===== config.mk =====
export PLATFORM = sky130hd
export DESIGN_NAME = regfile_writeback_scheduler_flat
export DESIGN_NICKNAME = d
export VERILOG_FILES = /design/src/rtl/regfile_writeback_scheduler_if.sv /design/src/rtl/regfile_writeback_scheduler.sv /design/src/flat_wrapper.sv
export SDC_FILE = /design/constraint.sdc
export NUM_CORES = 1
export LEC_CHECK = 0
export CAP_MARGIN = 5
export CORE_UTILIZATION = 45
export CTS_CLUSTER_DIAMETER = 120
export DETAILED_ROUTE_END_ITERATION = 16
export DONT_BUFFER_PORTS = 1
export MAX_ROUTING_LAYER = met4
export REMOVE_ABC_BUFFERS = 1
export SLEW_MARGIN = 0
export SYNTH_ARGS = -nofsm -noshare
export SYNTH_HDL_FRONTEND = slang
export SYNTH_SLANG_ARGS = --single-unit
export TNS_END_PERCENT = 1

===== constraint.sdc =====
create_clock -name clk -period 5.7 [get_ports clk]
set_clock_uncertainty 0.15 [all_clocks]
set_input_delay 0.57 -clock clk [delete_from_list [all_inputs] [get_ports clk]]
set_output_delay 0.57 -clock clk [all_outputs]
set_load 0.005 [all_outputs]

===== src/rtl/regfile_writeback_scheduler_if.sv =====
// Writeback bundle between the SPU pipes, the scheduler and the register-file write port.
interface regfile_writeback_scheduler_if #(
  parameter int unsigned ADDR_W = 7,
  parameter int unsigned DATA_W = 128
);
  logic              evenValid;
  logic              evenReady;
  logic [ADDR_W-1:0] evenRT;
  logic [DATA_W-1:0] evenData;
  logic              oddValid;
  logic              oddReady;
  logic [ADDR_W-1:0] oddRT;
  logic [DATA_W-1:0] oddData;
  logic              regWriteEnable;
  logic [ADDR_W-1:0] writeRegisterRT;
  logic [DATA_W-1:0] writeData;
  logic [127:0]      pendingMask;

  // Producer side: pipes drive requests and observe the write port.
  modport master (
    output evenValid, evenRT, evenData, oddValid, oddRT, oddData,
    input  evenReady, oddReady, regWriteEnable, writeRegisterRT, writeData, pendingMask
  );

  // Scheduler side.
  modport slave (
    input  evenValid, evenRT, evenData, oddValid, oddRT, oddData,
    output evenReady, oddReady, regWriteEnable, writeRegisterRT, writeData, pendingMask
  );
endinterface


===== src/rtl/regfile_writeback_scheduler.sv =====
// Writeback scheduler: per-lane FIFOs for the even/odd SPU pipes, an order queue that
// retires entries in acceptance order through the single register-file write port, and
// a per-register pending mask for issue stalls.
// Optional feature macro: WB_BYPASS_EN (single accept on an empty scheduler goes straight
// to the write-port registers).
module regfile_writeback_scheduler #(
  parameter int unsigned DEPTH  = 2,
  parameter int unsigned ADDR_W = 7,
  parameter int unsigned DATA_W = 128
) (
  input  logic                         clk,
  input  logic                         reset,
  regfile_writeback_scheduler_if.slave bus
);
  localparam int unsigned PtrW     = $clog2(DEPTH);
  localparam int unsigned CntW     = PtrW + 1;
  localparam int unsigned OrdPtrW  = PtrW + 1;
  localparam int unsigned OrdCntW  = PtrW + 2;
  localparam int unsigned OrdDepth = 2 * DEPTH;
  localparam int unsigned NumRegs  = 128;
  localparam logic [CntW-1:0] LaneFull = CntW'(DEPTH);

  // Lane storage, index 0 = even, 1 = odd
  logic [ADDR_W-1:0]  rt_q     [2][DEPTH];
  logic [ADDR_W-1:0]  rt_d     [2][DEPTH];
  logic [DATA_W-1:0]  data_q   [2][DEPTH];
  logic [DATA_W-1:0]  data_d   [2][DEPTH];
  logic [PtrW-1:0]    wr_ptr_q [2];
  logic [PtrW-1:0]    wr_ptr_d [2];
  logic [PtrW-1:0]    rd_ptr_q [2];
  logic [PtrW-1:0]    rd_ptr_d [2];
  logic [CntW-1:0]    cnt_q    [2];
  logic [CntW-1:0]    cnt_d    [2];

  // Order queue holds the lane ID of each accepted entry
  logic               ord_q    [OrdDepth];
  logic               ord_d    [OrdDepth];
  logic [OrdPtrW-1:0] ord_wr_q, ord_wr_d;
  logic [OrdPtrW-1:0] ord_rd_q, ord_rd_d;
  logic [OrdCntW-1:0] ord_cnt_q, ord_cnt_d;
  logic [OrdPtrW-1:0] ord_idx;

  // Write-port registers
  logic               we_q, we_d;
  logic [ADDR_W-1:0]  wrt_q, wrt_d;
  logic [DATA_W-1:0]  wdata_q, wdata_d;

  logic [1:0]         lane_valid, lane_ready, lane_acc, lane_push, lane_pop, lane_byp;
  logic [ADDR_W-1:0]  lane_rt   [2];
  logic [DATA_W-1:0]  lane_data [2];
  logic               ord_empty;
  logic               pop_lane;
  logic [PtrW-1:0]    slot_off;
  logic [NumRegs-1:0] pending;

  assign lane_valid   = {bus.oddValid, bus.evenValid};
  assign lane_rt[0]   = bus.evenRT;
  assign lane_rt[1]   = bus.oddRT;
  assign lane_data[0] = bus.evenData;
  assign lane_data[1] = bus.oddData;

  // Ready from registered count only, forced low while reset is held
  always_comb begin
    lane_ready = 2'b00;
    for (int l = 0; l < 2; l++) begin
      lane_ready[l] = reset && (cnt_q[l] < LaneFull);
    end
  end

  // Accept, pop and bypass decisions for this cycle
  always_comb begin
    lane_acc  = lane_valid & lane_ready;
    ord_empty = (ord_cnt_q == '0);
    pop_lane  = ord_q[ord_rd_q];
    lane_pop  = 2'b00;
    if (!ord_empty) lane_pop[pop_lane] = 1'b1;
    lane_byp  = 2'b00;
`ifdef WB_BYPASS_EN
    // Empty order queue implies empty lanes and an idle port next cycle; even wins a tie
    if (ord_empty) begin
      if (lane_acc[0])      lane_byp[0] = 1'b1;
      else if (lane_acc[1]) lane_byp[1] = 1'b1;
    end
`endif
    lane_push = lane_acc & ~lane_byp;
  end

  // Lane FIFO next state: push at write pointer, pop advances read pointer
  always_comb begin
    rt_d   = rt_q;
    data_d = data_q;
    for (int l = 0; l < 2; l++) begin
      wr_ptr_d[l] = wr_ptr_q[l] + PtrW'(lane_push[l]);
      rd_ptr_d[l] = rd_ptr_q[l] + PtrW'(lane_pop[l]);
      cnt_d[l]    = cnt_q[l] + CntW'(lane_push[l]) - CntW'(lane_pop[l]);
      if (lane_push[l]) begin
        rt_d[l][wr_ptr_q[l]]   = lane_rt[l];
        data_d[l][wr_ptr_q[l]] = lane_data[l];
      end
    end
  end

  // Order queue next state: even recorded ahead of odd on a simultaneous accept
  always_comb begin
    ord_d   = ord_q;
    ord_idx = ord_wr_q;
    if (lane_push[0]) begin
      ord_d[ord_idx] = 1'b0;
      ord_idx        = ord_idx + OrdPtrW'(1);
    end
    if (lane_push[1]) begin
      ord_d[ord_idx] = 1'b1;
      ord_idx        = ord_idx + OrdPtrW'(1);
    end
    ord_wr_d  = ord_idx;
    ord_rd_d  = ord_rd_q + OrdPtrW'(!ord_empty);
    ord_cnt_d = ord_cnt_q + OrdCntW'(lane_push[0]) + OrdCntW'(lane_push[1])
              - OrdCntW'(!ord_empty);
  end

  // Write-port next state: address/data hold when nothing retires
  always_comb begin
    we_d    = 1'b0;
    wrt_d   = wrt_q;
    wdata_d = wdata_q;
    if (!ord_empty) begin
      we_d    = 1'b1;
      wrt_d   = rt_q[pop_lane][rd_ptr_q[pop_lane]];
      wdata_d = data_q[pop_lane][rd_ptr_q[pop_lane]];
    end else if (lane_byp[0]) begin
      we_d    = 1'b1;
      wrt_d   = lane_rt[0];
      wdata_d = lane_data[0];
    end else if (lane_byp[1]) begin
      we_d    = 1'b1;
      wrt_d   = lane_rt[1];
      wdata_d = lane_data[1];
    end
  end

  // Pending mask over valid lane entries plus the write port
  always_comb begin
    pending  = '0;
    slot_off = '0;
    for (int l = 0; l < 2; l++) begin
      for (int i = 0; i < int'(DEPTH); i++) begin
        slot_off = PtrW'(i) - rd_ptr_q[l];
        if (CntW'(slot_off) < cnt_q[l]) pending[rt_q[l][i]] = 1'b1;
      end
    end
    if (we_q) pending[wrt_q] = 1'b1;
  end

  // Control state with synchronous active-low reset; queued writes are discarded
  always_ff @(posedge clk) begin
    if (!reset) begin
      wr_ptr_q  <= '{default: '0};
      rd_ptr_q  <= '{default: '0};
      cnt_q     <= '{default: '0};
      ord_wr_q  <= '0;
      ord_rd_q  <= '0;
      ord_cnt_q <= '0;
      we_q      <= 1'b0;
      wrt_q     <= '0;
      wdata_q   <= '0;
    end else begin
      wr_ptr_q  <= wr_ptr_d;
      rd_ptr_q  <= rd_ptr_d;
      cnt_q     <= cnt_d;
      ord_wr_q  <= ord_wr_d;
      ord_rd_q  <= ord_rd_d;
      ord_cnt_q <= ord_cnt_d;
      we_q      <= we_d;
      wrt_q     <= wrt_d;
      wdata_q   <= wdata_d;
    end
  end

  // Queue payload storage; validity is tracked by the pointers and counts
  always_ff @(posedge clk) begin
    rt_q   <= rt_d;
    data_q <= data_d;
    ord_q  <= ord_d;
  end

  assign bus.evenReady       = lane_ready[0];
  assign bus.oddReady        = lane_ready[1];
  assign bus.regWriteEnable  = we_q;
  assign bus.writeRegisterRT = wrt_q;
  assign bus.writeData       = wdata_q;
  assign bus.pendingMask     = pending;
endmodule


===== src/flat_wrapper.sv =====
// flat-port wrapper written by rule: the top's interface ports become plain ports
module regfile_writeback_scheduler_flat 
#(
  parameter int unsigned DEPTH  = 2,
  parameter int unsigned ADDR_W = 7,
  parameter int unsigned DATA_W = 128
)
  (clk, reset, bus_evenValid, bus_evenRT, bus_evenData, bus_oddValid, bus_oddRT, bus_oddData, bus_evenReady, bus_oddReady, bus_regWriteEnable, bus_writeRegisterRT, bus_writeData, bus_pendingMask);
  regfile_writeback_scheduler_if #(.ADDR_W(ADDR_W), .DATA_W(DATA_W)) bus_i ();
  input  logic clk;
  input  logic reset;
  input wire logic [$bits(bus_i.evenValid)-1:0] bus_evenValid;
  input wire logic [$bits(bus_i.evenRT)-1:0] bus_evenRT;
  input wire logic [$bits(bus_i.evenData)-1:0] bus_evenData;
  input wire logic [$bits(bus_i.oddValid)-1:0] bus_oddValid;
  input wire logic [$bits(bus_i.oddRT)-1:0] bus_oddRT;
  input wire logic [$bits(bus_i.oddData)-1:0] bus_oddData;
  output wire logic [$bits(bus_i.evenReady)-1:0] bus_evenReady;
  output wire logic [$bits(bus_i.oddReady)-1:0] bus_oddReady;
  output wire logic [$bits(bus_i.regWriteEnable)-1:0] bus_regWriteEnable;
  output wire logic [$bits(bus_i.writeRegisterRT)-1:0] bus_writeRegisterRT;
  output wire logic [$bits(bus_i.writeData)-1:0] bus_writeData;
  output wire logic [$bits(bus_i.pendingMask)-1:0] bus_pendingMask;
  assign bus_i.evenValid = bus_evenValid;
  assign bus_i.evenRT = bus_evenRT;
  assign bus_i.evenData = bus_evenData;
  assign bus_i.oddValid = bus_oddValid;
  assign bus_i.oddRT = bus_oddRT;
  assign bus_i.oddData = bus_oddData;
  assign bus_evenReady = bus_i.evenReady;
  assign bus_oddReady = bus_i.oddReady;
  assign bus_regWriteEnable = bus_i.regWriteEnable;
  assign bus_writeRegisterRT = bus_i.writeRegisterRT;
  assign bus_writeData = bus_i.writeData;
  assign bus_pendingMask = bus_i.pendingMask;
  regfile_writeback_scheduler #(.DEPTH(DEPTH), .ADDR_W(ADDR_W), .DATA_W(DATA_W)) u_core (.clk(clk), .reset(reset), .bus(bus_i));
endmodule

# After elaboration in Yosys (flattened, before gate mapping)
# Index checks and enable logic that the tools add are counted.
totals:
  reg_bits: 695
  inputBits: 274
  out_inout_bits: 266
classes:
  addsub: 18
  n_lt_le_gt_ge: 29
  n_bitwise: 15
  n_mux: 57
  reduce_logical: 14
ops:
  columns: ["operator", "n"]
  rows:
  - ["128-bit two-way mux", 10]
  - ["256-bit two-way mux", 3]
  - ["256-bit bitwise mux", 2]
  - ["128-bit OR", 4]
  - ["128-bit demux with 1-bit select", 2]
  - ["14-bit two-way mux", 3]
  - ["7-bit by 8-bit < comparator with 1-bit output (second input constant)", 5]
  - ["1-bit demux with 7-bit select", 5]
  - ["7-bit by 1-bit greater-or-equal comparator with 1-bit output (second input constant)", 5]
  - ["7-bit two-way mux", 5]
  - ["14-bit bitwise mux", 2]
  - ["7-bit demux with 1-bit select", 2]
  - ["1-bit two-way mux", 14]
  - ["1-bit logical AND", 12]
  - ["3-bit greater-or-equal comparator (second input constant)", 3]
  - ["2-bit NOT with 3-bit output", 3]
  - ["2-bit greater-or-equal comparator (second input constant)", 4]
  - ["1-bit by 2-bit < comparator with 1-bit output", 4]
  - ["4-bit two-way mux", 2]
  - ["1-bit NOT with 2-bit output", 4]
  - ["2-bit by 1-bit adder with 2-bit output", 3]
  - ["3-bit by 1-bit adder with 3-bit output", 2]
  - ["3-bit by 1-bit < comparator with 1-bit output (second input constant)", 2]
  - ["2-bit two-way mux", 3]
  - ["other kinds (18)", 29]

# Depth between registers and ports, before layout
depth:
  depth_word: 13
  ltp_mapped: 11
  ltp_nobuf: 9

# Worst setup path before layout
# Ideal clock, no wire load.
synth_timing:
  path_kind: "input to register"
  start: "input port reset"
  end: "register u_core.data_q[0] (netlist name), enable pin"
  arrival_time_ps: 4586
  path_slack_ps: 453
  n_path_buf: 2
  setup_time_ps: 511
  path_stages: 5
  required_time_ps: 5039
  cell_sequence: "clkbuf_1 nor2b_1 and2_1 clkbuf_1 ha_1"
synth_between:
  elab_chain_len: 2
synth_rtl:
  columns: ["element", "line", "rtl"]
  rows:
  - ["start, declared", "flat_wrapper.sv:11", "input logic reset;"]
  - ["1-bit logical AND", "regfile_writeback_scheduler.sv:66", "lane_ready[l] = reset && (cnt_q[l] < LaneFull);"]
  - ["named net bus_oddReady", "flat_wrapper.sv:19", "output wire logic [$bits(bus_i.oddReady)-1:0] bus_oddReady;"]
  - ["2-bit bitwise AND", "regfile_writeback_scheduler.sv:72", "lane_acc = lane_valid & lane_ready;"]
  - ["end signal, assigned", "regfile_writeback_scheduler.sv:182", "data_q <= data_d;"]
  - ["end, declared", "regfile_writeback_scheduler.sv:26", "logic [DATA_W-1:0] data_q [2][DEPTH];"]
# The timed path passes the listed nets, and every way through them passes these cells.
# A chain may end at the register's enable or synchronous reset.

# Final worst setup path
layout_timing:
  start: "register u_core.wrt_q[6] (netlist: u_core.bus.writeRegisterRT[6])"
  end: "output port bus_pendingMask[85]"
layout_between:
  elab_chain_len: 6
  word_cells_on_any_way: 7
layout_rtl:
  columns: ["element", "line", "rtl"]
  rows:
  - ["start, declared", "regfile_writeback_scheduler.sv:45", "logic [ADDR_W-1:0] wrt_q, wrt_d;"]
  - ["start signal, assigned", "regfile_writeback_scheduler.sv:174", "wrt_q <= wrt_d;"]
  - ["7-bit by 8-bit < comparator with 1-bit output (not written as such) or 7-bit by 1-bit greater-or-equal comparator with 1-bit output (tied branches)", "regfile_writeback_scheduler.sv:151", "if (we_q) pending[wrt_q] = 1'b1;"]
  - ["1-bit logical AND (not written as such)", "regfile_writeback_scheduler.sv:151", null]
  - ["1-bit two-way mux (not written as such)", "regfile_writeback_scheduler.sv:151", null]
  - ["1-bit demux with 7-bit select (*)", null, null]
  - ["128-bit OR (no line) (*)", null, null]
  - ["128-bit two-way mux (*)", "regfile_writeback_scheduler.sv:151", null]
  - ["end, declared", "flat_wrapper.sv:23", "output wire logic [$bits(bus_i.pendingMask)-1:0] bus_pendingMask;"]
# Every way passes the cells marked *; elsewhere a longest branch is shown, timed or not.

==> results.cfg <==
[timing]
hold_viol_final = 0
worst_pin_slew_ns = 1.32
fmaxAchievable_mhz = 247
holdWs_ns = 0.167
period_minus_slack_ns = 4.05
period_share_pct = 71.0
rsz0062_at_grt = false
relSlewSlack_pct = 11.5
finalMaxSlewViolations = 0
setup_viol = 0

[synth]
synth_xor_area_share_pct = 0.334
synth_top_area_share_pct = 52.1
synthAdderAreaFrac_pct = 0.852
synthMuxAreaShare_pct = 9.23
synth-simple-area-share_pct = 8.57
synth_area_leader_cell = edfxtp_1
netlist_area_um2 = 31100
synth_compound_area_share_pct = 15.6
ys_types = 65
synth_area_per_cell_um2 = 13.3
synth_cells = 2342
synth_area_leaders = edfxtp_1 52%, dfxtp_1 10%, nand2_1 5.1%, mux2_2 4.9%, mux2i_1 4.3%
yosysMostFrequentCell = edfxtp_1
ys.flop_type = edfxtp_1
synth_edf_count = 540
ys_async_sr_fraction_pct = 0
synth-seq-area-share_pct = 62.0
synth_top_family_by_area = compound AO/OA/AOI/OAI gates
synth.ff_latch_count = 695
ys_top_cells_by_count = 540 x edfxtp_1, 423 x nand2_1, 156 x o211ai_1, 155 x dfxtp_1, 135 x mux2_2
yosysWarnings = 0

[setup_path]
crit_type = reg2out
slowest_delay_ns = 1.02
critPathRequiredTime_ns = 4.98
cp-end-kind = output pin
path_cells = nor4bb_1 > buf_4 > nand2_1 > o221ai_1 > a221o_1
crit_family = simple AND/OR/NAND/NOR gates
critPathLaunchType = flip-flop
cp_data_arrival_time_ns = 3.33
critical_path_buf_inv_count = 1
path_max_fanout = 18
cp_slowest_cell = nor4bb_1

[die]
die_area_um2 = 70300
die_h_um = 265
boundaryPins = 540
core.rowCount = 96
initial_core_util_pct = 45.4
fp.dieW_um = 265
core_area_um2 = 68600

[power]
seqPwrFrac_pct = 43.7
switching_share_pct = 34.8
leakagePower_nw = 12.0
ir_worst_vdd_mv = 0.614
p_clk_share_pct = 28.6
p_int_mw = 10.7
p_per_area_nw_per_um2 = 442
comb_power_share_pct = 27.7
switchingPower_mw = 5.70

[place]
gp_congestion = 0.995
placed_cells = 3129
portBuffers = 0
dp_hpwl_um = 65100

[clocking]
cts_setup_buffers = 0
clkTransAtPathRegs_ns = 0.06
cts_buffers = 71
cts_resized = 0
cts-root-buf = clkbuf_16
cts_sinks = 695
cts_buffer_depth = 3
clk_latency_ns = 0.62
cts_tree = yes
cts_htree_levels = 3

[layout]
drive_above_1_share_pct = 12.9
final_cells = 3563
nets = 2839
fillerInstances = 5622
area_delta_synth_final_pct = 19.1

[route]
dr.first_iter.drc_count = 2049
firstDrtPassIters = 5
routed_wl_um = 104000
drc_errors = 0
ant_nets = 0
viasPerCell = 6.11
via_count = 21800
routedWlPerCell_um = 29.1

[global_route]
antenna_found_initial = 30
grt_max_degree = 195
grt_pass1_wl_um = 150000
grt_pass1_vias = 22300
grt_usage_pct = 29.7
gr-total-overflow = 0

[job]
cap_violations = 0

[worst_hold_path]
hp-class = in2reg

[outcome]
status = completed
[power groups by stage]
stage               combinational (mW)  clock [mW]  sequential (mW)
floorplan                         3.00           0             6.77
global placement                  4.23           0             7.23
detailed placement                4.30           0             7.26
CTS                               4.54        4.76             7.15
global route                      4.94        4.95             7.23
finish                            4.55        4.68             7.16
[state kept, by name (all words and copies together) (netlist names)]
| signal | count |
|---|---|
| u_core.ord_cnt_q | 3 |
| u_core.bus.writeData | 128 |
| u_core.bus.regWriteEnable | 1 |
| u_core.ord_rd_q | 2 |
| u_core.rt_q | 28 |
| u_core.ord_wr_q | 2 |
| u_core.rd_ptr_q | 2 |
| u_core.ord_q | 4 |
| u_core.cnt_q | 4 |
| u_core.data_q | 512 |
| u_core.bus.writeRegisterRT | 7 |
| u_core.wr_ptr_q | 2 |
[kinds of logic after synthesis]
group	count (synthesis)
buffers and inverters	210
DFF	695
adders and majority gates	20
muxes	269
and+or+nand+nor	567
xor gates and xnor gates	11
AOI/OAI and AO/OA	570
[metal layers]
metal / global-route usage, % / vias to the layer above / routed length (um)
met3: 9.31 / 263 / 9480
met2: 47.9 / 1048 / 49900
met1: 34.6 / 10900 / 40300
met4: 11.9 / 0 / 4000
li1: - / 9558 / -
met5: - / - / 0
[placed cells by master, fill, tap and decap left out, drive strengths merged, types with 6 or more instances in the layout]
cell type,Yosys,final
clkbuf,72,105
mux2i,133,133
nand3,9,9
nand2,423,423
xnor2,8,8
a221o,106,106
and2,16,16
nor4bb,10,10
nor2,26,26
o2111ai,8,8
o221ai,106,106
dfxtp,155,155
o211ai,158,158
bufinv,0,7
nor2b,15,15
o21ai,6,6
buf,117,48
diode,0,30
clkinv,0,12
dlygate4sd3,0,271
ha,18,18
and4b,7,7
nor3,17,17
a22oi,23,23
inv,21,24
a21boi,135,135
nor4b,11,11
edfxtp,540,540
mux2,135,135
o2bb2a,6,6
nand2b,9,9
[worst register-to-register path, cell delays in order (launching register included)]
cell and delay [ns]:
dfxtp_1 0.55, nor2b_1 0.35, and2_1 0.49, inv_1 0.19
ha_1 0.32, inv_1 0.05, fa_1 0.37, fa_1 0.38
xnor2_1 0.14, and2_1 0.15
[path summary, 6_finish.rpt]
check	startpoint	to	slack, ns	cells after the start
setup / recovery	u_core.bus.writeRegisterRT[6]	bus_pendingMask[85]	1.65	5
hold / removal	reset	u_core.bus.writeData[36]	0.17	2
setup reg to reg	u_core.cnt_q[1]	u_core.ord_cnt_q[2]	2.43	9
hold reg to reg	u_core.ord_q[0]	u_core.ord_q[0]	0.32	1
[area by class of cell]
class | instances | area, um^2 | area share [%]
Sequential cell | 695 | 19300 | 52.1
Multi-Input combinational cell | 1437 | 10900 | 29.5
Timing Repair Buffer | 319 | 3170 | 8.54
Clock buffer | 105 | 1980 | 5.33
Tap cell | 931 | 1160 | 3.14
Clock inverter | 25 | 365 | 0.985
Inverter | 21 | 83.8 | 0.226
Antenna cell | 30 | 75.1 | 0.202
[per-stage QoR]
step,setup WS (ns),cell area (um^2),util [%],TNS (ns),power [mW]
after floorplan,-9.46,30200,-,-1490.14,9.78
after global placement,2.34,31900,46.5,0,11.5
after detailed placement,2.36,31900,46.5,0,11.6
after CTS,1.71,37000,54.0,0,16.5
after global routing,1.58,37100,54.1,0,17.1
final,1.65,37100,54.1,0,16.4
[timing repair]
item	in CTS	in global routing
endpoints found under the setup margin	0	0
endpoints found under the hold margin	634	0
hold buffers	274	0
Note: power is estimated with default switching activity, not from simulation.
